### src/rtl/delay_pulse_burst_if.sv
// delay_pulse_burst_if: trigger, programming and status bundle for delay_pulse_burst
// Ports (via modports):
//   t0, abort, clr_overrun      : trigger / control strobes
//   enable, pol                 : per-channel enable and output polarity
//   delay, width, period, count : per-channel programming, channel i at [i*W +: W]
//   pinout, busy, overrun       : per-channel outputs and status
interface delay_pulse_burst_if #(
    parameter int NCH   = 4,
    parameter int WIDTH = 32,
    parameter int CNT_W = 8
);
    logic                   t0;
    logic                   abort;
    logic                   clr_overrun;
    logic [NCH-1:0]         enable;
    logic [NCH-1:0]         pol;
    logic [NCH*WIDTH-1:0]   delay;
    logic [NCH*WIDTH-1:0]   width;
    logic [NCH*WIDTH-1:0]   period;
    logic [NCH*CNT_W-1:0]   count;
    logic [NCH-1:0]         pinout;
    logic [NCH-1:0]         busy;
    logic [NCH-1:0]         overrun;

    modport master (
        output t0, abort, clr_overrun, enable, pol, delay, width, period, count,
        input  pinout, busy, overrun
    );

    modport slave (
        input  t0, abort, clr_overrun, enable, pol, delay, width, period, count,
        output pinout, busy, overrun
    );
endinterface

### src/rtl/delay_pulse_burst.sv
// delay_pulse_burst: multi-channel delay/pulse generator with per-channel bursts
// Ports:
//   clk     : system clock
//   reset_n : asynchronous active-low reset
//   bus     : slave side of delay_pulse_burst_if (trigger, programming, outputs)
module delay_pulse_burst #(
    parameter int NCH   = 4,
    parameter int WIDTH = 32,
    parameter int CNT_W = 8
) (
    input  logic               clk,
    input  logic               reset_n,
    delay_pulse_burst_if.slave bus
);
    typedef enum logic [1:0] {IDLE, DELAY, HIGH, LOW} state_t;

    localparam logic [WIDTH:0]   ONE = 1;
    localparam logic [CNT_W-1:0] N1  = 1;

    logic t0_d;
    logic t0_edge;

    assign t0_edge = bus.t0 & ~t0_d;

    always_ff @(posedge clk or negedge reset_n)
        if (!reset_n) t0_d <= 1'b0;
        else          t0_d <= bus.t0;

    for (genvar i = 0; i < NCH; i++) begin : g_ch
        state_t           st, st_n;
        logic [WIDTH:0]   cnt, cnt_n;
        logic [CNT_W-1:0] n, n_n;
        logic [WIDTH:0]   w, pe;
        logic [WIDTH:0]   d_in, w_in, p_in, pe_in, w_e, pe_e;
        logic [CNT_W-1:0] c_in;
        logic             arm, go, po, bz, ov;

        assign d_in  = {1'b0, bus.delay[i*WIDTH +: WIDTH]};
        assign w_in  = {1'b0, bus.width[i*WIDTH +: WIDTH]};
        assign p_in  = {1'b0, bus.period[i*WIDTH +: WIDTH]};
        assign c_in  = bus.count[i*CNT_W +: CNT_W];
        // Guarantee at least one inactive cycle between burst pulses
        assign pe_in = (p_in > w_in) ? p_in : w_in + ONE;
        assign arm   = (st == IDLE) & t0_edge & bus.enable[i] & (c_in != '0) & ~bus.abort;
        // On the arming cycle the shadows are not loaded yet, so use the live inputs
        assign w_e   = arm ? w_in : w;
        assign pe_e  = arm ? pe_in : pe;

        // cnt holds the cycles left in the current state after this one; go marks the
        // start of a pulse, where zero-length DELAY/HIGH phases are skipped
        always_comb begin
            st_n  = st;
            cnt_n = cnt;
            n_n   = n;
            go    = 1'b0;
            case (st)
                IDLE: if (arm) begin
                    st_n  = DELAY;
                    cnt_n = d_in - ONE;
                    n_n   = c_in;
                    go    = (d_in == '0);
                end
                DELAY, LOW: if (cnt == '0) go = 1'b1; else cnt_n = cnt - ONE;
                HIGH: if (cnt != '0) cnt_n = cnt - ONE;
                      else if (n == N1) st_n = IDLE;
                      else begin
                          st_n  = LOW;
                          n_n   = n - N1;
                          cnt_n = pe - w - ONE;
                      end
                default: st_n = IDLE;
            endcase
            if (go) begin
                if (w_e != '0) begin
                    st_n  = HIGH;
                    cnt_n = w_e - ONE;
                end else if (n_n == N1) st_n = IDLE;
                else begin
                    st_n  = LOW;
                    n_n   = n_n - N1;
                    cnt_n = pe_e - ONE;
                end
            end
            if (bus.abort) st_n = IDLE;
        end

        always_ff @(posedge clk or negedge reset_n)
            if (!reset_n) begin
                st  <= IDLE;
                cnt <= '0;
                n   <= '0;
                w   <= '0;
                pe  <= '0;
                po  <= 1'b0;
                bz  <= 1'b0;
                ov  <= 1'b0;
            end else begin
                st  <= st_n;
                cnt <= cnt_n;
                n   <= n_n;
                if (arm) begin
                    w  <= w_in;
                    pe <= pe_in;
                end
                po  <= (st_n == HIGH) ^ bus.pol[i];
                bz  <= st_n != IDLE;
                // Set has priority over clear
                ov  <= (ov & ~bus.clr_overrun) | (t0_edge & (st != IDLE));
            end

        assign bus.pinout[i]  = po;
        assign bus.busy[i]    = bz;
        assign bus.overrun[i] = ov;
    end
endmodule

### src/flat_wrapper.sv
// flat-port wrapper written by rule: the top's interface ports become plain ports
module delay_pulse_burst_flat 
#(
    parameter int NCH   = 4,
    parameter int WIDTH = 32,
    parameter int CNT_W = 8
)
  (clk, reset_n, bus_t0, bus_abort, bus_clr_overrun, bus_enable, bus_pol, bus_delay, bus_width, bus_period, bus_count, bus_pinout, bus_busy, bus_overrun);
  delay_pulse_burst_if #(.NCH(NCH), .WIDTH(WIDTH), .CNT_W(CNT_W)) bus_i ();
  input  logic clk;
  input  logic reset_n;
  input wire logic [$bits(bus_i.t0)-1:0] bus_t0;
  input wire logic [$bits(bus_i.abort)-1:0] bus_abort;
  input wire logic [$bits(bus_i.clr_overrun)-1:0] bus_clr_overrun;
  input wire logic [$bits(bus_i.enable)-1:0] bus_enable;
  input wire logic [$bits(bus_i.pol)-1:0] bus_pol;
  input wire logic [$bits(bus_i.delay)-1:0] bus_delay;
  input wire logic [$bits(bus_i.width)-1:0] bus_width;
  input wire logic [$bits(bus_i.period)-1:0] bus_period;
  input wire logic [$bits(bus_i.count)-1:0] bus_count;
  output wire logic [$bits(bus_i.pinout)-1:0] bus_pinout;
  output wire logic [$bits(bus_i.busy)-1:0] bus_busy;
  output wire logic [$bits(bus_i.overrun)-1:0] bus_overrun;
  assign bus_i.t0 = bus_t0;
  assign bus_i.abort = bus_abort;
  assign bus_i.clr_overrun = bus_clr_overrun;
  assign bus_i.enable = bus_enable;
  assign bus_i.pol = bus_pol;
  assign bus_i.delay = bus_delay;
  assign bus_i.width = bus_width;
  assign bus_i.period = bus_period;
  assign bus_i.count = bus_count;
  assign bus_pinout = bus_i.pinout;
  assign bus_busy = bus_i.busy;
  assign bus_overrun = bus_i.overrun;
  delay_pulse_burst #(.NCH(NCH), .WIDTH(WIDTH), .CNT_W(CNT_W)) u_core (.clk(clk), .reset_n(reset_n), .bus(bus_i));
endmodule
### config.mk
export PLATFORM = sky130hd
export DESIGN_NAME = delay_pulse_burst_flat
export DESIGN_NICKNAME = d
export VERILOG_FILES = /design/src/rtl/delay_pulse_burst_if.sv /design/src/rtl/delay_pulse_burst.sv /design/src/flat_wrapper.sv
export SDC_FILE = /design/constraint.sdc
export NUM_CORES = 2
export LEC_CHECK = 0
export ABC_AREA = 0
export CAP_MARGIN = 40
export CELL_PAD_IN_SITES_DETAIL_PLACEMENT = 2
export CELL_PAD_IN_SITES_GLOBAL_PLACEMENT = 2
export CORE_AREA = 2 2 370 372
export CTS_BUF_LIST = sky130_fd_sc_hd__clkbuf_4 sky130_fd_sc_hd__clkbuf_8
export DETAILED_ROUTE_END_ITERATION = 16
export DIE_AREA = 0 0 372 374
export PLACE_DENSITY = 0.85
export SKIP_CTS_REPAIR_TIMING = 1
export SLEW_MARGIN = 5
export SYNTH_ARGS = -nofsm -noshare
export SYNTH_HDL_FRONTEND = slang
export SYNTH_SLANG_ARGS = --single-unit
### constraint.sdc
create_clock -name clk -period 7.15 [get_ports clk]
set_input_delay 1.43 -clock clk [delete_from_list [all_inputs] [get_ports clk]]
set_output_delay 1.43 -clock clk [all_outputs]
set_load 0.01 [all_outputs]
== Word-level counts from Yosys, hierarchy flattened ==
Cells that the tools add are included.
Storage, ports and cells
  word-level logic and storage cells: 285
  output and inout port bits: 12
  flip-flop bits (word level): 449
Cells by class
  order comparisons: 4
  add/subtract/negate cells: 36
  reductions and logical operators: 36
  equality and inequality tests: 24
  bitwise gates (word level): 36
  mux-type cells: 116
Operators with widths (count)
  $mux 33: 40
  $sub 33x1->33 const B: 16
  $pmux 33 s3: 4
  $logic_not 33->1: 8
  $reduce_bool 33->1: 8
  $mux 8: 24
  $add 32x1->33 const B: 4
  $sub 32x1->33 const B: 4
  $sub 33x33->33: 4
  $gt 32x32->1: 4
  $eq 8x1->1 const B: 8
  $pmux 8 s2: 4
  $sub 8x1->8 const B: 8
  $mux 2: 28
  $reduce_bool 8->1: 4
  $and 1x1->1: 25
  $eq 2x2->1 const B: 12
  $pmux 2 s2: 4
  $reduce_bool 2->1: 8
  $eq 2x1->1 const B: 4
  $logic_not 2->1: 4
  $mux 1: 8
  $pmux 1 s2: 4
  $reduce_or 2->1: 4
  3 further kinds: 11

== Longest topological paths before layout ==
  depth after elaboration: 15
  mapped depth: 26

== Least setup slack after synthesis ==
Ideal clock, no wire load.
  kind: input-to-reg
  start point: in bus_count[7]
  end point: reg u_core.g_ch[0].cnt[3]
  stages on the path: 23
  path slack: 317 ps
  library setup time: 126 ps
  data required time: 7024 ps
  arrival time: 6707 ps
  cells stage by stage: or4_4 o2111ai_4 buf_6 buf_6 buf_6 buf_2 buf_2 buf_2 clkbuf_1 clkbuf_1 buf_1 nor2_1 a21oi_1 ha_1 inv_1 or3b_1 nor3_2 nand3_1 nand3b_1 nor3_2 a21oi_1 clkbuf_1 o32a_1
On the way
  word-level cells in the longest chain between the ends: 9
  elaborated cells on any way between the ends: 18
  those cells by class: add/sub (2); eq/ne (1); mux (11); bitwise (2); reduce/logical (2)
RTL lines
  start, declared: RTL line flat_wrapper.sv:20  | input wire logic [$bits(bus_i.count)-1:0] bus_count;
  parallel branches: the longest is 8 deep, another holds $sub 33x1->33
  $mux 33 *: RTL line delay_pulse_burst.sv:73  | if (go) begin
  via u_core.g_ch[0].cnt_n[3]: RTL line delay_pulse_burst.sv:31  | logic [WIDTH:0] cnt, cnt_n;
  end signal, assigned: RTL line delay_pulse_burst.sv:99  | cnt <= cnt_n;
  end, declared: RTL line delay_pulse_burst.sv:31
Mark *: on every way through the listed nets, which the timed path passes.

== Final worst setup path ==
  start point: in bus_width[7]
  end point: reg u_core.g_ch[0].cnt[21]
On the way
  word-level cells in the longest chain between the ends: 7
  elaborated cells on any way between the ends: 11
  those cells by class: add/sub (3); order compare (1); mux (6); reduce/logical (1)
RTL lines
  start, declared: RTL line flat_wrapper.sv:18  | input wire logic [$bits(bus_i.width)-1:0] bus_width;
  $add 32x1->33 / $gt 32x32->1 (equally long branches): RTL line delay_pulse_burst.sv:43  | assign pe_in = (p_in > w_in) ? p_in : w_in + ONE;
  $mux 33 *: RTL line delay_pulse_burst.sv:43
  $mux 33 *: RTL line delay_pulse_burst.sv:47  | assign pe_e = arm ? pe_in : pe;
  via u_core.g_ch[0].pe_e[9]: RTL line delay_pulse_burst.sv:34  | logic [WIDTH:0] d_in, w_in, p_in, pe_in, w_e, pe_e;
  $sub 33x1->33 *: RTL line delay_pulse_burst.sv:81  | cnt_n = pe_e - ONE;
  $mux 33 *: RTL line delay_pulse_burst.sv:77  | end else if (n_n == N1) st_n = IDLE;
  $mux 33 *: RTL line delay_pulse_burst.sv:74  | if (w_e != '0) begin
  $mux 33 *: RTL line delay_pulse_burst.sv:73
  via u_core.g_ch[0].cnt_n[21]: RTL line delay_pulse_burst.sv:31
The timed path passes the listed nets; every way through them passes the cells marked *.

==> summary.md <==
| Metric | Value |
|---|---|
| Main combinational cell family by area after synthesis | simple AND/OR/NAND/NOR gates |
| Buffers on Ports | 440 |
| Final GP Congestion | about 0.96 |
| Outcome | completed |
| Routed WL per cell | 27.8 um |
| Placed wire-length estimate | 191000 um |
| H-Tree Depth | 3 |
| CP Max Fanout | 12 |
| Worst Path Required | 7810 ps |
| Final core occ | 0.418 |
| Initial DRC Count | 3798 |
| Core box area | between 0.1 and 0.15 mm^2 |
| DR vias/cell | between 6 and 7 |
| R2R Setup Slk | roughly 1400 ps |
| Post-synth EDFFs | 0 |
| # rows | 135 |
| Worst-path clk slew | 60 ps |
| Minimum clock period after layout | 6600 ps |
| F_max | 0.152 GHz |
| Worst hold slack | 527 ps |
| Final setup TNS | 0 ps |
| Synth Warn # | 0 |
| Sequential cell area fraction in the yosys report | 0.239 |
| Pwr per Cell Area | 266 mW/mm^2 |
| Ys async rst share | 1.00 |
| Cells after Synth | 6243 |
| Crit path cell chain | clkdlybuf4s50_1, inv_1, ha_1, a21oi_1, o221ai_1, a221o_1, or4_1, o211ai_4, buf_4, mux2i_1, o21ai_0, nand4bb_1, or4_4, or2_1, o21bai_1, xnor2_1, a221o_1 |
| Die footprint | between 0.1 and 0.15 mm^2 |
| Clock Latency Late Sink | 810 ps |
| Clk root buf | clkbuf_8 |
| Clock Path Buffers | 3 |
| Final nets | approximately 7500 |
| Post-synthesis cell area | 0.0470 mm^2 |
| DRT Pass-1 Iters | 6 |
| Vias in the first global route | 57100 |
| Post-DP Area | 0.0542 mm^2 |
| Total global routing overflow | 0 |
| Worst Path Buf+Inv | 3 |
| Crit-path most repeated cell | a221o_1 |
| Final Non-Filler Cells | around 8600 |
| Worst stage delay on the critical path | 730 ps |
| Clock sink count | 449 |
| Commonest non-fill, non-tap cell in the layout | nand2_1 |
| Ys flop type | dfrtp_1 |
| Hold Fails Final Rpt | 0 |
| Die width | 372 um |
| Syn nets | approximately 7000 |
| Adder-cell share of the synthesized area | 0.0794 |
| Type of the worst min-delay path | flop to flop |
| RSZ-0062 raised after global routing | no |
| Distinct cells, synth | roughly 120 |
| Tot GR Track Use | 0.335 |
| Crit end category | flop |
| Skew final | a little under 50 ps |
| Area delta synth->final | 20.0% |
| Data arrival, critical path | 7260 ps |
| Relative slew slack | 0.145 |
| Share of cells above drive strength 1 | 0.0777 |
| Slew Viols, Final | 0 |
| Startpoint types | input pin |
| Syn_area_per_cell | 7.53 um^2 |
| Critical path class | input pin to flop |
| Least-Margin Pin Slew | 1280 ps |
| Mux cell area share after synthesis | 0.0157 |
| #FFs+latches synth | about 450 |
| ANT nets after route | 0 |
| Critical path's slowest cell | or4_1 |
| Initial antenna violation count | 33 |
| Max VDD drop | 0.000128 V |
| Post-Synth Simple-Gate Area | 0.246 |
| Final period util | 0.923 |
| Post-synthesis compound-gate area fraction | 0.235 |
| First-pass GRT wire length | 360000 um |
| Io pins | 441 |
| Most frequent cells in the layout | nand2_1 (566), nor2_1 (561), a21oi_1 (509) |
| Lkg Pwr | 0.0234 uW |
| Worst path top cell family by delay | compound AO/OA/AOI/OAI gates |
| CTS Buf Count | between 90 and 100 |
| DRC | 0 |
| # setup viols final | 0 |
| Synth Area in XOR/XNOR | 0.121 |
| Total wire length | roughly 240000 um |
| CTS tree | built |
| DR vias | 52400 |
| Initial Utilization | 0.348 |
| Largest net degree at the start of global routing | about 150 |
| Cell area after layout | 0.0564 mm^2 |
| Inst Count DP | 8427 |
| Max Cap Viol | 0 |
| Die Ht | roughly 370 um |
## flip-flops by register name (all words and copies together), names as in the netlist, 4 cells and up
name             cells
u_core.g_ch.cnt    132
u_core.g_ch.pe     132
u_core.g_ch.w      132
u_core.g_ch.n       32
u_core.g_ch.st       8
u_core.g_ch.bz       4
u_core.g_ch.ov       4
u_core.g_ch.po       4
## through the flow
stage	setup slack, ps	power [uW]
2_1_floorplan	317	8580
3_3_place_gp	-668	11000
3_5_place_dp	-79.8	11400
4_1_cts	712	14900
5_1_grt	377	15800
6_report	549	15000
## power breakdown
part	switching, uW	internal [uW]	leakage, uW
sequential	752	3170	0.00560
combinational	4820	3010	0.0167
clock	1410	1850	0.00112
total	6980	8030	0.0234
## Yosys cell counts, types with 19 or more instances
library cell	count	area [um^2]
clkbuf_1	145	544
a31oi_1	64	400
a221o_1	22	220
buf_2	43	215
nand3b_1	19	143
dfrtp_1	449	11200
o211ai_1	82	616
ha_1	292	3650
nand4_1	89	557
xor2_1	170	1490
or4_1	54	405
buf_4	27	203
nand2b_1	44	275
o31ai_1	43	323
nor3_1	262	1310
buf_1	20	75.1
inv_1	477	1790
o2111ai_1	22	193
or2_2	33	206
o21ai_1	39	195
nand3_1	198	991
and2_1	47	294
or3_1	92	576
a21o_1	101	758
a211oi_1	64	480
and3_1	58	363
nor2_1	565	2120
a21oi_1	509	2550
mux2i_1	60	601
xnor2_1	482	4220
a22oi_1	36	270
o21ai_0	410	2050
nand2_1	566	2120
o21a_1	33	248
nor2b_1	41	257
nor4_1	106	663
o21bai_1	19	143
a221oi_1	44	385
o221ai_1	31	272
o22ai_1	38	238
## final timing paths
path / from / end / cells past startpoint
worst max-delay path: bus_width[7] / u_core.g_ch[0].cnt[21] / 17
worst min-delay path: u_core.g_ch[3].w[7] / u_core.g_ch[3].w[7] / 2
worst max register to register: u_core.g_ch[1].cnt[2] / u_core.g_ch[1].cnt[31] / 18
worst min register to register: u_core.g_ch[3].w[7] / u_core.g_ch[3].w[7] / 2
max in group asynchronous: reset_n / u_core.g_ch[1].cnt[10] / 2
min in group asynchronous: reset_n / u_core.g_ch[0].w[27] / 1
## area by class of cell
cell class	count	area, um^2
inverters	480	1800
well taps	1781	2230
fillers	15600	78600
multi-input cells	5065	32900
clock inverters	22	274
clock buffers	150	1850
repair buffers	654	6110
flip-flops and latches	449	11200
diodes	10	25.0
## worst reg2reg max path, stage by stage (launching register included)
cell and delay, ps:
dfrtp_1 490, nor4_4 420, nand4b_1 390, or4b_1 910
nor3_2 250, buf_4 350, nand2_1 590, nor3_1 310
o21ai_0 110, o221ai_1 220, inv_1 100, ha_1 250
and4_1 290, and2_4 220, nor2_4 80, buf_4 260
nor2_1 80, a21oi_1 160, o211ai_1 120
## metal layers
metal | GRT usage | routed length [um] | vias up
li1 | - | - | 23500
met1 | 0.425 | 102000 | 26600
met2 | 0.558 | 113000 | 1736
met3 | 0.0618 | 15300 | 520
met4 | 0.129 | 9500 | 46
met5 | 0 | 307 | -
## cells by family after synthesis
group / Yosys count
compound gates: 1737
mux: 72
flops: 449
xor+xnor: 652
fa+ha+maj: 296
simple gates: 2308
buf+inv: 729
Power figures use the tool's default switching activity.
